$ cat src/rtl/ssd1306_seq.sv
// rtl/ssd1306_seq.sv - SSD1306 init/frame byte sequencer feeding an I2C byte master
module ssd1306_seq #(
   parameter logic [6:0] DEV_ADDR = 7'h3C,
   parameter int         PWR_DLY  = 50000,
   parameter int         INIT_LEN = 25
) (
   input  logic       clk,
   input  logic       rst_n,
   input  logic       frame_req,
   output logic       init_done,
   output logic       frame_busy,
   output logic       err,
   output logic [9:0] pix_addr,
   input  logic [7:0] pix_data,
   output logic       tx_start,
   output logic [7:0] tx_byte,
   output logic       tx_first,
   output logic       tx_last,
   input  logic       tx_busy,
   input  logic       tx_done,
   input  logic       tx_nack
);
   localparam int         DW       = $clog2(PWR_DLY + 1);
   localparam logic [4:0] INIT_END = 5'(INIT_LEN + 1);
   localparam logic [7:0] ADDR_W   = {DEV_ADDR, 1'b0};

   typedef enum logic [2:0] {PWR_WAIT, INIT, IDLE, WIN, PAGE, ERR} state_t;

   state_t        state;
   logic [DW-1:0] dly_cnt;
   logic [4:0]    idx;
   logic [6:0]    col;
   logic [2:0]    page;
   logic [1:0]    fetch;
   logic          outstanding;
   logic          pending;
   logic          ack;
   logic          can_issue;

   function automatic logic [7:0] rom_byte(input logic [4:0] i);
      case (i)
         5'd0:  rom_byte = 8'hAE;
         5'd1:  rom_byte = 8'hD5;
         5'd2:  rom_byte = 8'h80;
         5'd3:  rom_byte = 8'hA8;
         5'd4:  rom_byte = 8'h3F;
         5'd5:  rom_byte = 8'hD3;
         5'd6:  rom_byte = 8'h00;
         5'd7:  rom_byte = 8'h40;
         5'd8:  rom_byte = 8'h8D;
         5'd9:  rom_byte = 8'h14;
         5'd10: rom_byte = 8'h20;
         5'd11: rom_byte = 8'h00;
         5'd12: rom_byte = 8'hA1;
         5'd13: rom_byte = 8'hC8;
         5'd14: rom_byte = 8'hDA;
         5'd15: rom_byte = 8'h12;
         5'd16: rom_byte = 8'h81;
         5'd17: rom_byte = 8'hCF;
         5'd18: rom_byte = 8'hD9;
         5'd19: rom_byte = 8'hF1;
         5'd20: rom_byte = 8'hDB;
         5'd21: rom_byte = 8'h40;
         5'd22: rom_byte = 8'hA4;
         5'd23: rom_byte = 8'hA6;
         5'd24: rom_byte = 8'hAF;
         default: rom_byte = 8'h00;
      endcase
   endfunction

   // Init transaction: address, control byte 00, then the ROM.
   function automatic logic [7:0] init_byte(input logic [4:0] i);
      if (i == 5'd0)      init_byte = ADDR_W;
      else if (i == 5'd1) init_byte = 8'h00;
      else                init_byte = rom_byte(i - 5'd2);
   endfunction

   // Column window 0..127, page window 0..7.
   function automatic logic [7:0] win_byte(input logic [2:0] i);
      case (i)
         3'd0:    win_byte = ADDR_W;
         3'd2:    win_byte = 8'h21;
         3'd4:    win_byte = 8'h7F;
         3'd5:    win_byte = 8'h22;
         3'd7:    win_byte = 8'h07;
         default: win_byte = 8'h00;
      endcase
   endfunction

   assign ack       = tx_done && outstanding;
   assign can_issue = !outstanding && !tx_busy;

   always_ff @(posedge clk or negedge rst_n) begin
      if (!rst_n) begin
         state       <= PWR_WAIT;
         dly_cnt     <= '0;
         idx         <= '0;
         col         <= '0;
         page        <= '0;
         fetch       <= '0;
         outstanding <= 1'b0;
         pending     <= 1'b0;
         init_done   <= 1'b0;
         frame_busy  <= 1'b0;
         err         <= 1'b0;
         pix_addr    <= '0;
         tx_start    <= 1'b0;
         tx_byte     <= '0;
         tx_first    <= 1'b0;
         tx_last     <= 1'b0;
      end else begin
         tx_start <= 1'b0;
         if (frame_req) pending <= 1'b1;

         if (ack && tx_nack) begin
            err         <= 1'b1;
            init_done   <= 1'b0;
            frame_busy  <= 1'b0;
            pending     <= 1'b0;
            outstanding <= 1'b0;
            fetch       <= '0;
            idx         <= '0;
            state       <= ERR;
         end else begin
            if (ack) outstanding <= 1'b0;
            case (state)
               PWR_WAIT: begin
                  if (dly_cnt == DW'(PWR_DLY - 1)) begin
                     dly_cnt <= '0;
                     idx     <= '0;
                     state   <= INIT;
                  end else begin
                     dly_cnt <= dly_cnt + 1'b1;
                  end
               end
               INIT: begin
                  if (ack) begin
                     if (tx_last) begin
                        init_done <= 1'b1;
                        state     <= IDLE;
                     end else begin
                        idx <= idx + 5'd1;
                     end
                  end else if (can_issue) begin
                     tx_byte     <= init_byte(idx);
                     tx_first    <= (idx == 5'd0);
                     tx_last     <= (idx == INIT_END);
                     tx_start    <= 1'b1;
                     outstanding <= 1'b1;
                  end
               end
               IDLE: begin
                  if (pending || frame_req) begin
                     pending    <= 1'b0;
                     frame_busy <= 1'b1;
                     idx        <= '0;
                     state      <= WIN;
                  end
               end
               WIN: begin
                  if (ack) begin
                     if (tx_last) begin
                        idx   <= '0;
                        col   <= '0;
                        page  <= '0;
                        state <= PAGE;
                     end else begin
                        idx <= idx + 5'd1;
                     end
                  end else if (can_issue) begin
                     tx_byte     <= win_byte(idx[2:0]);
                     tx_first    <= (idx == 5'd0);
                     tx_last     <= (idx == 5'd7);
                     tx_start    <= 1'b1;
                     outstanding <= 1'b1;
                  end
               end
               PAGE: begin
                  // idx 0/1 are the header bytes; idx 2 means streaming columns.
                  if (ack) begin
                     fetch <= '0;
                     if (idx != 5'd2) begin
                        idx <= idx + 5'd1;
                     end else if (col != 7'd127) begin
                        col <= col + 7'd1;
                     end else if (page != 3'd7) begin
                        page <= page + 3'd1;
                        col  <= '0;
                        idx  <= '0;
                     end else begin
                        frame_busy <= 1'b0;
                        state      <= IDLE;
                     end
                  end else if (!outstanding) begin
                     if (idx != 5'd2) begin
                        if (!tx_busy) begin
                           tx_byte     <= (idx == 5'd0) ? ADDR_W : 8'h40;
                           tx_first    <= (idx == 5'd0);
                           tx_last     <= 1'b0;
                           tx_start    <= 1'b1;
                           outstanding <= 1'b1;
                        end
                     end else begin
                        case (fetch)
                           2'd0: begin
                              pix_addr <= {page, col};
                              fetch    <= 2'd1;
                           end
                           2'd1: fetch <= 2'd2;
                           default: begin
                              if (!tx_busy) begin
                                 tx_byte     <= pix_data;
                                 tx_first    <= 1'b0;
                                 tx_last     <= (col == 7'd127);
                                 tx_start    <= 1'b1;
                                 outstanding <= 1'b1;
                              end
                           end
                        endcase
                     end
                  end
               end
               ERR: begin
                  if (!tx_busy) begin
                     dly_cnt <= '0;
                     state   <= PWR_WAIT;
                  end
               end
               default: state <= PWR_WAIT;
            endcase
         end
      end
   end
endmodule
$ cat config.mk
export PLATFORM = sky130hd
export DESIGN_NAME = ssd1306_seq
export DESIGN_NICKNAME = d
export VERILOG_FILES = /design/src/rtl/ssd1306_seq.sv
export SDC_FILE = /design/constraint.sdc
export NUM_CORES = 1
export LEC_CHECK = 0
export BUFFER_PORTS_ARGS = -buffer_cell sky130_fd_sc_hd__buf_2
export CORE_ASPECT_RATIO = 1.1
export CORE_MARGIN = 5
export CORE_UTILIZATION = 50
export DETAILED_ROUTE_END_ITERATION = 12
export HOLD_SLACK_MARGIN = 0.12
export PLACE_DENSITY = 0.78
export SLEW_MARGIN = 30
export SYNTH_ARGS = -nofsm -noshare
export SYNTH_HDL_FRONTEND = slang
export SYNTH_SLANG_ARGS = --single-unit
$ cat constraint.sdc
create_clock -name clk -period 7.3 [get_ports clk]
set_input_delay 0.73 -clock clk [delete_from_list [all_inputs] [get_ports clk]]
set_output_delay 0.73 -clock clk [all_outputs]
set_load 0.01 [all_outputs]
## Word level (Yosys, flattened, before mapping)

Memory sizes are Yosys's and may differ from the RTL's.
Cells that the tools add are included.

| operators by class | value |
|---|---|
| bitwise operators | 4 |
| add/sub/neg operators | 5 |
| muxes and demuxes | 116 |
| reduce and logical (&&, ||, !) cells | 34 |
| equal/unequal tests | 52 |

Operators by type and width:

| kind | count |
|---|---|
| two-way mux 8 bit | 12 |
| two-way mux 5 bit | 11 |
| two-way mux 3 bit | 18 |
| two-way mux 1 bit | 48 |
| inequality test 3 bit, second input constant | 16 |
| two-way mux 7 bit | 6 |
| case mux 7 bit (5 select lines) | 1 |
| two-way mux 16 bit | 2 |
| case mux 16 bit (2 select lines) | 1 |
| inequality test 2 bit, second input constant | 15 |
| case mux 5 bit (5 select lines) | 1 |
| case mux 8 bit (3 select lines) | 1 |
| case mux 3 bit (6 select lines) | 1 |
| adder 16 x 1 -> 16 bit, second input constant | 1 |
| == test 16 bit, second input constant | 1 |
| AND reduction 8 bit | 2 |
| == test 3 bit, second input constant | 5 |
| case mux 7 bit (2 select lines) | 1 |
| nonzero test 2 bit | 7 |
| AND reduction 6 bit | 2 |
| AND reduction 11 bit | 1 |
| two-way mux 2 bit | 5 |
| AND reduction 10 bit | 1 |
| == test 3 x 2 -> 1 bit, second input constant | 3 |
| 35 further kinds | 49 |

| word-level totals | value |
|---|---|
| memories | 1 |
| bits in read-only memories | 256 |
| word-level logic and storage cells | 228 |
| register bits after elaboration | 62 |
| output and inout port bits | 24 |

Memory list:

| name | depth | width | read ports | clocked after Yosys merged registers in | wr ports | line | RTL |
|---|---|---|---|---|---|---|---|
| (name not given) | 32 | 8 | 1 | 0 | 0 | 41 | `case (i)` |

## Logic depth before layout (Yosys ltp)

Gate-level depths: netlist (run 1).

| logic depth | value |
|---|---|
| word-level depth | 9 |
| gate-level depth with buffers | 9 |
| gate-level depth less buffers | 7 |

## Worst setup path before layout (run 1)

OpenSTA, ideal clock, no wires.

| timing path | value |
|---|---|
| path kind | reg-to-reg |
| start | reg idx[1] |
| end | reg tx_byte[5] |
| data arrival time | 2.405 ns |
| library setup time | 0.127 ns |
| path buffers | 1 |
| required time | 7.173 ns |
| cell stages (with the launch flop) | 9 |
| setup slack | 4.768 ns |
| path through | dfrtp_1 > clkbuf_1 > inv_1 > ha_1 > xnor2_1 > mux2_2 > a211o_1 > o211ai_1 > a21oi_1 |

| between the ends | value |
|---|---|
| cells in the longest elaborated chain, start to end | 7 |

Ends and longest elaborated chain:

| item | line | RTL |
|---|---|---|
| start: declaration | 31 | `logic [4:0] idx;` |
| start signal: assignment | 142 | `idx <= idx + 5'd1;` |
| start signal: assignment | 168 | `idx <= idx + 5'd1;` |
| start signal: assignment | 183 | `idx <= idx + 5'd1;` |
| subtractor 5 x 2 -> 5 bit or zero test 5 bit (tied branches) | 75, 73, 197 |  |
| memory (32 x 8 bit) or two-way mux 6 bit (tied branches) | - |  |
| two-way mux 8 bit (on tied branches) | 74, 196 |  |
| two-way mux 8 bit (on tied branches) | 73, 195 |  |
| two-way mux 8 bit (on tied branches) | 144, 194 |  |
| two-way mux 8 bit (on tied branches) | 137, 180 |  |
| case mux 8 bit (3 select lines) | 126 | `case (state)` |
| end signal: assignment | 145 | `tx_byte <= init_byte(idx);` |
| end signal: assignment | 171 | `tx_byte <= win_byte(idx[2:0]);` |
| end signal: assignment | 197 | `tx_byte <= (idx == 5'd0) ? ADDR_W : 8'h40;` |
| end: declaration | 16 | `output logic [7:0] tx_byte,` |

Parallel ways exist; a longest one is shown, timed or not. The select of a mux whose other input is x is not followed.
A chain may end at the register's enable or synchronous reset.

## Worst setup path in the final report (run 1)

| timing path | value |
|---|---|
| start | reg idx[1] |
| end | reg col[3] |

| between the ends | value |
|---|---|
| cells in the longest elaborated chain, start to end | 3 |

Ends and longest elaborated chain:

| item | line | RTL |
|---|---|---|
| inequality test 5 x 2 -> 1 bit | 182 | `if (idx != 5'd2) begin` |
| inequality test 2 bit (no line) | - |  |
| AND reduction 7 bit (no line) | - |  |
| end signal: assignment | 185 | `col <= col + 7'd1;` |
| end: declaration | 32 | `logic [6:0] col;` |

No other way between the ends.

==> results of run 1 <==
kinds of logic after synthesis:
group           after synthesis  synth area share (%)
simple gates                162                  21.4
mux                          29                  7.76
buf+inv                      37                  3.78
compound gates              129                  22.2
fa+ha+maj                    14                  4.38
xor+xnor                      6                  1.66
flops                        62                  38.8
flip-flops by register name (all words and copies together), names as in the netlist:
signal and count:
dly_cnt 16, page 3, state 3, pending 1
tx_start 1, idx 5, tx_first 1, init_done 1
col 7, outstanding 1, frame_busy 1, tx_byte 8
fetch 2, err 1, tx_last 1, pix_addr 10
report_power, final:
part | internal (mW) | switching [mW]
Combinational | 0.266 | 0.391
Sequential | 0.424 | 0.105
Clock | 0.123 | 0.145
Total | 0.813 | 0.641
final cells by class:
| class | instances | area [sq um] |
|---|---|---|
| clock buffers | 9 | 124 |
| clock inverters | 7 | 51.3 |
| fillers | 687 | 3430 |
| inverters | 12 | 45.0 |
| multi-input cells | 340 | 2320 |
| flip-flops and latches | 62 | 1550 |
| well taps | 108 | 135 |
| repair buffers | 40 | 208 |
synthesized netlist by cell type (3+ instances only):
| library cell | n |
|---|---|
| a211oi_1 | 4 |
| a21o_1 | 4 |
| a21oi_1 | 21 |
| a22o_1 | 6 |
| a31oi_1 | 9 |
| a32oi_1 | 3 |
| a41oi_1 | 3 |
| and2_1 | 3 |
| and3_1 | 3 |
| buf_2 | 4 |
| clkbuf_1 | 20 |
| dfrtp_1 | 62 |
| ha_1 | 14 |
| inv_1 | 11 |
| mux2_2 | 16 |
| mux2i_1 | 13 |
| nand2_1 | 41 |
| nand2b_1 | 3 |
| nand3_1 | 16 |
| nand4_1 | 5 |
| nor2_1 | 43 |
| nor3_1 | 13 |
| o211ai_1 | 4 |
| o21a_1 | 3 |
| o21ai_0 | 35 |
| o221ai_1 | 4 |
| o2bb2ai_1 | 3 |
| o31ai_1 | 6 |
| or3_1 | 6 |
| or4_1 | 3 |
| xnor2_1 | 3 |
how the worst max path moves through the flow:
stage | endpoint | slack, ps | cells after the start
global placement | tx_first | 4170 | 4
detailed placement | col[3] | 4070 | 6
CTS | col[3] | 4030 | 6
floorplan | tx_byte[5] | 4770 | 8
finish | col[3] | 3970 | 6
global route | col[3] | 3790 | 6
routing by layer:
metal  part of all wire, %  vias to the layer above
met4                   1.7                        0
met2                    49                      122
met5                     0                        -
met1                    44                     1684
li1                      -                     1696
met3                   6.1                       17
==> flow_summary.yaml, run 1 <==
status:
  status: "finished, final reports clean"
synth:
  ys_async_sr_fraction_pct: 100
  ys.flop_type: "dfrtp_1"
  synth_cell_types: 74
  postSynthCellCount: 439
  synth_nets: 467
  synth_top_area_share_pct: 38.8
  synth_area_leaders: "dfrtp_1 39%, mux2_2 4.5%, ha_1 4.4%"
  syn_area_per_cell_sq_um: 9.11
  synthesis.area_sq_um: 4000
  yosysSeqAreaShare_pct: 38.8
  ys_warn_count: 0
  synth_largest_area_cell: "dfrtp_1"
  ys_seq_elements: 62
  synth-edff-count: 0
finish:
  diodes: 0
  final_cells: 578
  final_cell_mix: "62 x dfrtp_1, 43 x nor2_1, 41 x nand2_1"
  final_area_sq_um: 4440
  final_common_cell: "dfrtp_1"
  drive_above_1_share_pct: 18.7
  area_growth_pct: 10.9
  final_util_pct: 56.4
  layout.nets: 493
clock_tree:
  ctsHoldBuffers: 0
  cts_buffers: 9
  clkTransAtPathRegs_ps: 80
  cts_buffer_depth: 2
  htree_levels: 3
  numClockSinks: 62
  root_buffer: "clkbuf_8"
  clk_latency_ps: 350
  ctsResizeCount: 0
  cts_tree: "yes"
  post_cts_buffers: 0
setup_path:
  r2r_slack_ps: 3970
  path_class: "reg -> reg"
  crit_chain: "ha_1 -> or4b_1 -> a2111oi_4 -> o21ai_1 -> or3_1 -> a21boi_1"
  cpLargestDelayFamily: "simple AND/OR/NAND/NOR gates"
  worst_r2r_startpoint: "idx[1]"
  crit_arrival_ps: 3610
  path_buf_inv: 0
  cp-start-kind: "register"
  worstPathRequired_ps: 7580
  rr_endpoint: "col[3]"
  crit_path_end_kind: "register"
  startpoint: "idx[1]"
  crit_fanout: 17
  worst_path_max_delay_cell: "dfrtp_1"
  reg2reg_depth: 6
  max_stage_delay_ps: 670
floorplan:
  die_h_microns: 104
  die_area_sq_um: 9890
  ios: 38
  core_sq_um: 7870
  rows: 34
  die_x_microns: 95.3
  initial_core_util_pct: 50.8
power_and_ir_drop:
  peakVddDrop_mv: 0.164
  power.leakage_nw: 1.94
  total_power_mw: 1.45
  power.density_nw_per_um2: 328
timing:
  slew_violations: 0
  rsz0062_at_grt: "no"
  fin_crit_sh_pct: 45.7
  hold_viol: 0
  setup-tns-final_ps: 0
  setup_viol: 0
  min_period_ps: 3330
  skew_ps: 13.3
  worstMarginPinSlew_ps: 865
  relSlewSlack_pct: 42.2
  hold_slack_ps: 490
  max_freq_ghz: 0.300
  setup_slack_ps: 3970
place:
  port_buffers: 37
  place_ws_ps: 4070
  place_congestion: 0.949
  place_inst: 562
  dp_hpwl_mm: 6.67
  place_area_sq_um: 4250
hold_path:
  hp-start: "err"
  holdPathEnd: "err"
  hold_depth: 1
  hp-class: "reg -> reg"
global_route:
  grt-busiest-layer: "met2"
  grt_max_degree: 63
  grtUsageTotal_pct: 20.2
  grt_use_met2_pct: 31.1
  grt_util_met1_pct: 28.2
  grt_pass1_vias: 3260
  grt_pass1_wl_mm: 16.1
  antenna_found_initial: 0
  use_met3_pct: 5.00
  overflow: 0
routing:
  routed_wl_mm: 9.50
  drc: 0
  final_antenna_net_count: 0
  drt_first_pass_iters: 5
  avgViaCountPerCell: 6.09
  drt_iter0_drc: 263
  num_vias: 3519
  post_drt_wl_per_cell_microns: 16.4
run:
  cap_violations: 0
(Power assumes the default switching activity.)
==> run 2: changes to the inputs <==
- clock period: 7.3 -> 3.2 ns (I/O delays scaled with it)
==> run 2 against run 1 <==
Against the previous run: design area rose by 2.1%; largest cell class unchanged; final cell count rose by 2.1%; maximum frequency rose by 14%; flip-flop and latch count did not move; die area did not move; clock-buffer cell count rose by 1; critical path type unchanged; sequential share of layout area fell by 0.71 points.
==> flow_summary.yaml, run 2 (synthesis gave the netlist of run 1 again) <==
finish:
  final_cells: 590
  final_cell_mix: "62 x dfrtp_1, 43 x nor2_1, 41 x nand2_1"
  final_common_cell: "dfrtp_1"
  diodes: 0
  layout.nets: 505
  reg_top3: "dly_cnt x16, pix_addr x10, tx_byte x8"
  largest_register_ff_count: 16
  top_register: "dly_cnt"
  drive_above_1_share_pct: 20.1
  area_growth_pct: 13.2
timing:
  min_period_ps: 2930
  worstMarginPinSlew_ps: 759
  max_freq_ghz: 0.342
  hold_viol: 0
  slew_violations: 0
  relSlewSlack_pct: 49.1
  setup-tns-final_ps: 0
  setup_viol: 0
  rsz0062_at_grt: "no"
  fin_crit_sh_pct: 91.5
  skew_ps: 10.7
floorplan:
  ios: 38
  die_area_sq_um: 9890
  rows: 34
  core_sq_um: 7870
  initial_core_util_pct: 50.8
  die_x_microns: 95.3
  die_h_microns: 104
clock_tree:
  clkTransAtPathRegs_ps: 70
  cts_buffer_depth: 2
  cts_buffers: 9
  clk_latency_ps: 340
  cts_tree: "yes"
  numClockSinks: 62
  root_buffer: "clkbuf_8"
  htree_levels: 3
setup_path:
  cpLargestDelayFamily: "simple AND/OR/NAND/NOR gates"
  max_stage_delay_ps: 600
  crit_fanout: 13
  crit_arrival_ps: 3200
  cp-start-kind: "register"
  crit_path_end_kind: "register"
  path_buf_inv: 1
  crit_chain: "inv_1 -> ha_1 -> or4b_1 -> a2111oi_4 -> o21ai_1 -> or3_1 -> a21boi_1"
  worst_path_max_delay_cell: "or4b_1"
  path_class: "reg -> reg"
  worst_r2r_startpoint: "idx[0]"
  startpoint: "idx[0]"
  worstPathRequired_ps: 3470
power_and_ir_drop:
  peakVddDrop_mv: 0.312
  power.leakage_nw: 2.00
  power.density_nw_per_um2: 752
global_route:
  antenna_found_initial: 0
  grt_max_degree: 42
  grtUsageTotal_pct: 20.6
  grt_pass1_wl_mm: 16.5
  grt_pass1_vias: 3451
  overflow: 0
routing:
  highest_layer: "met4"
  num_vias: 3652
  routed_wl_mm: 9.89
  wl_met3_microns: 476
  drt_iter0_drc: 232
  avgViaCountPerCell: 6.19
  met2_length_mm: 4.77
  post_drt_wl_per_cell_microns: 16.8
  drc: 0
  final_antenna_net_count: 0
  wl_met1_mm: 4.46
  drt_first_pass_iters: 4
place:
  dp_hpwl_mm: 7.13
  place_congestion: 0.928
  place_inst: 573
  port_buffers: 37
run:
  cap_violations: 0
status:
  status: "finished, final reports clean"
hold_path:
  hp-start: "pix_data[2]"
  hp-class: "in -> reg"
-- run 2: routing by layer --
layer  up-vias  GRT usage [%]
li1       1715              -
met1      1792           27.9
met2       128           32.5
met3        17           3.77
met4         0           7.84
met5         -              0
-- run 2: final timing paths --
kind                          endpoint  slack, ps  cells after the start
setup / recovery                col[5]        270                      7
hold / removal              tx_byte[2]        270                      3
setup reg to reg                col[5]        270                      7
hold reg to reg             tx_byte[4]        500                      2
max in group asynchronous  pix_addr[0]       2110                      3
min in group asynchronous  pix_addr[5]        490                      2
-- run 2: tightest hold or removal path, cell delays in order --
cell,delay [ps]
buf_2,90
nand2_1,50
a41oi_1,100
-- run 2: timing repair --
item,CTS,global route
gates resized for setup,0,0
hold buffers,0,1
endpoints found under the hold margin,0,39
setup endpoints to repair,0,0
setup buffers,0,0
-- run 2: power breakdown --
part / internal (mW) / switching, mW
logic: 0.634 / 0.906
registers: 0.967 / 0.227
clock network: 0.357 / 0.313
-- run 2: layout make-up --
type	count	area, sq um
clock buffers	10	128
clock inverters	6	62.6
fillers	702	3340
inverters	12	45.0
multi-input cells	340	2300
flip-flops and latches	62	1550
well taps	108	135
repair buffers	52	303
-- run 2: stage by stage --
stage               utilization [%]  total power, mW  worst slack, ps  area [sq um]  hold WS, ps
finish                         57.5             3.40              272          4530          267
global route                   57.5             3.65             78.8          4530          265
CTS                            57.4             3.40              276          4510          121
detailed placement             54.9             2.72              281          4320          486
global placement               54.9             2.66              412          4320          477
floorplan                         -             2.28              668          4000         24.4
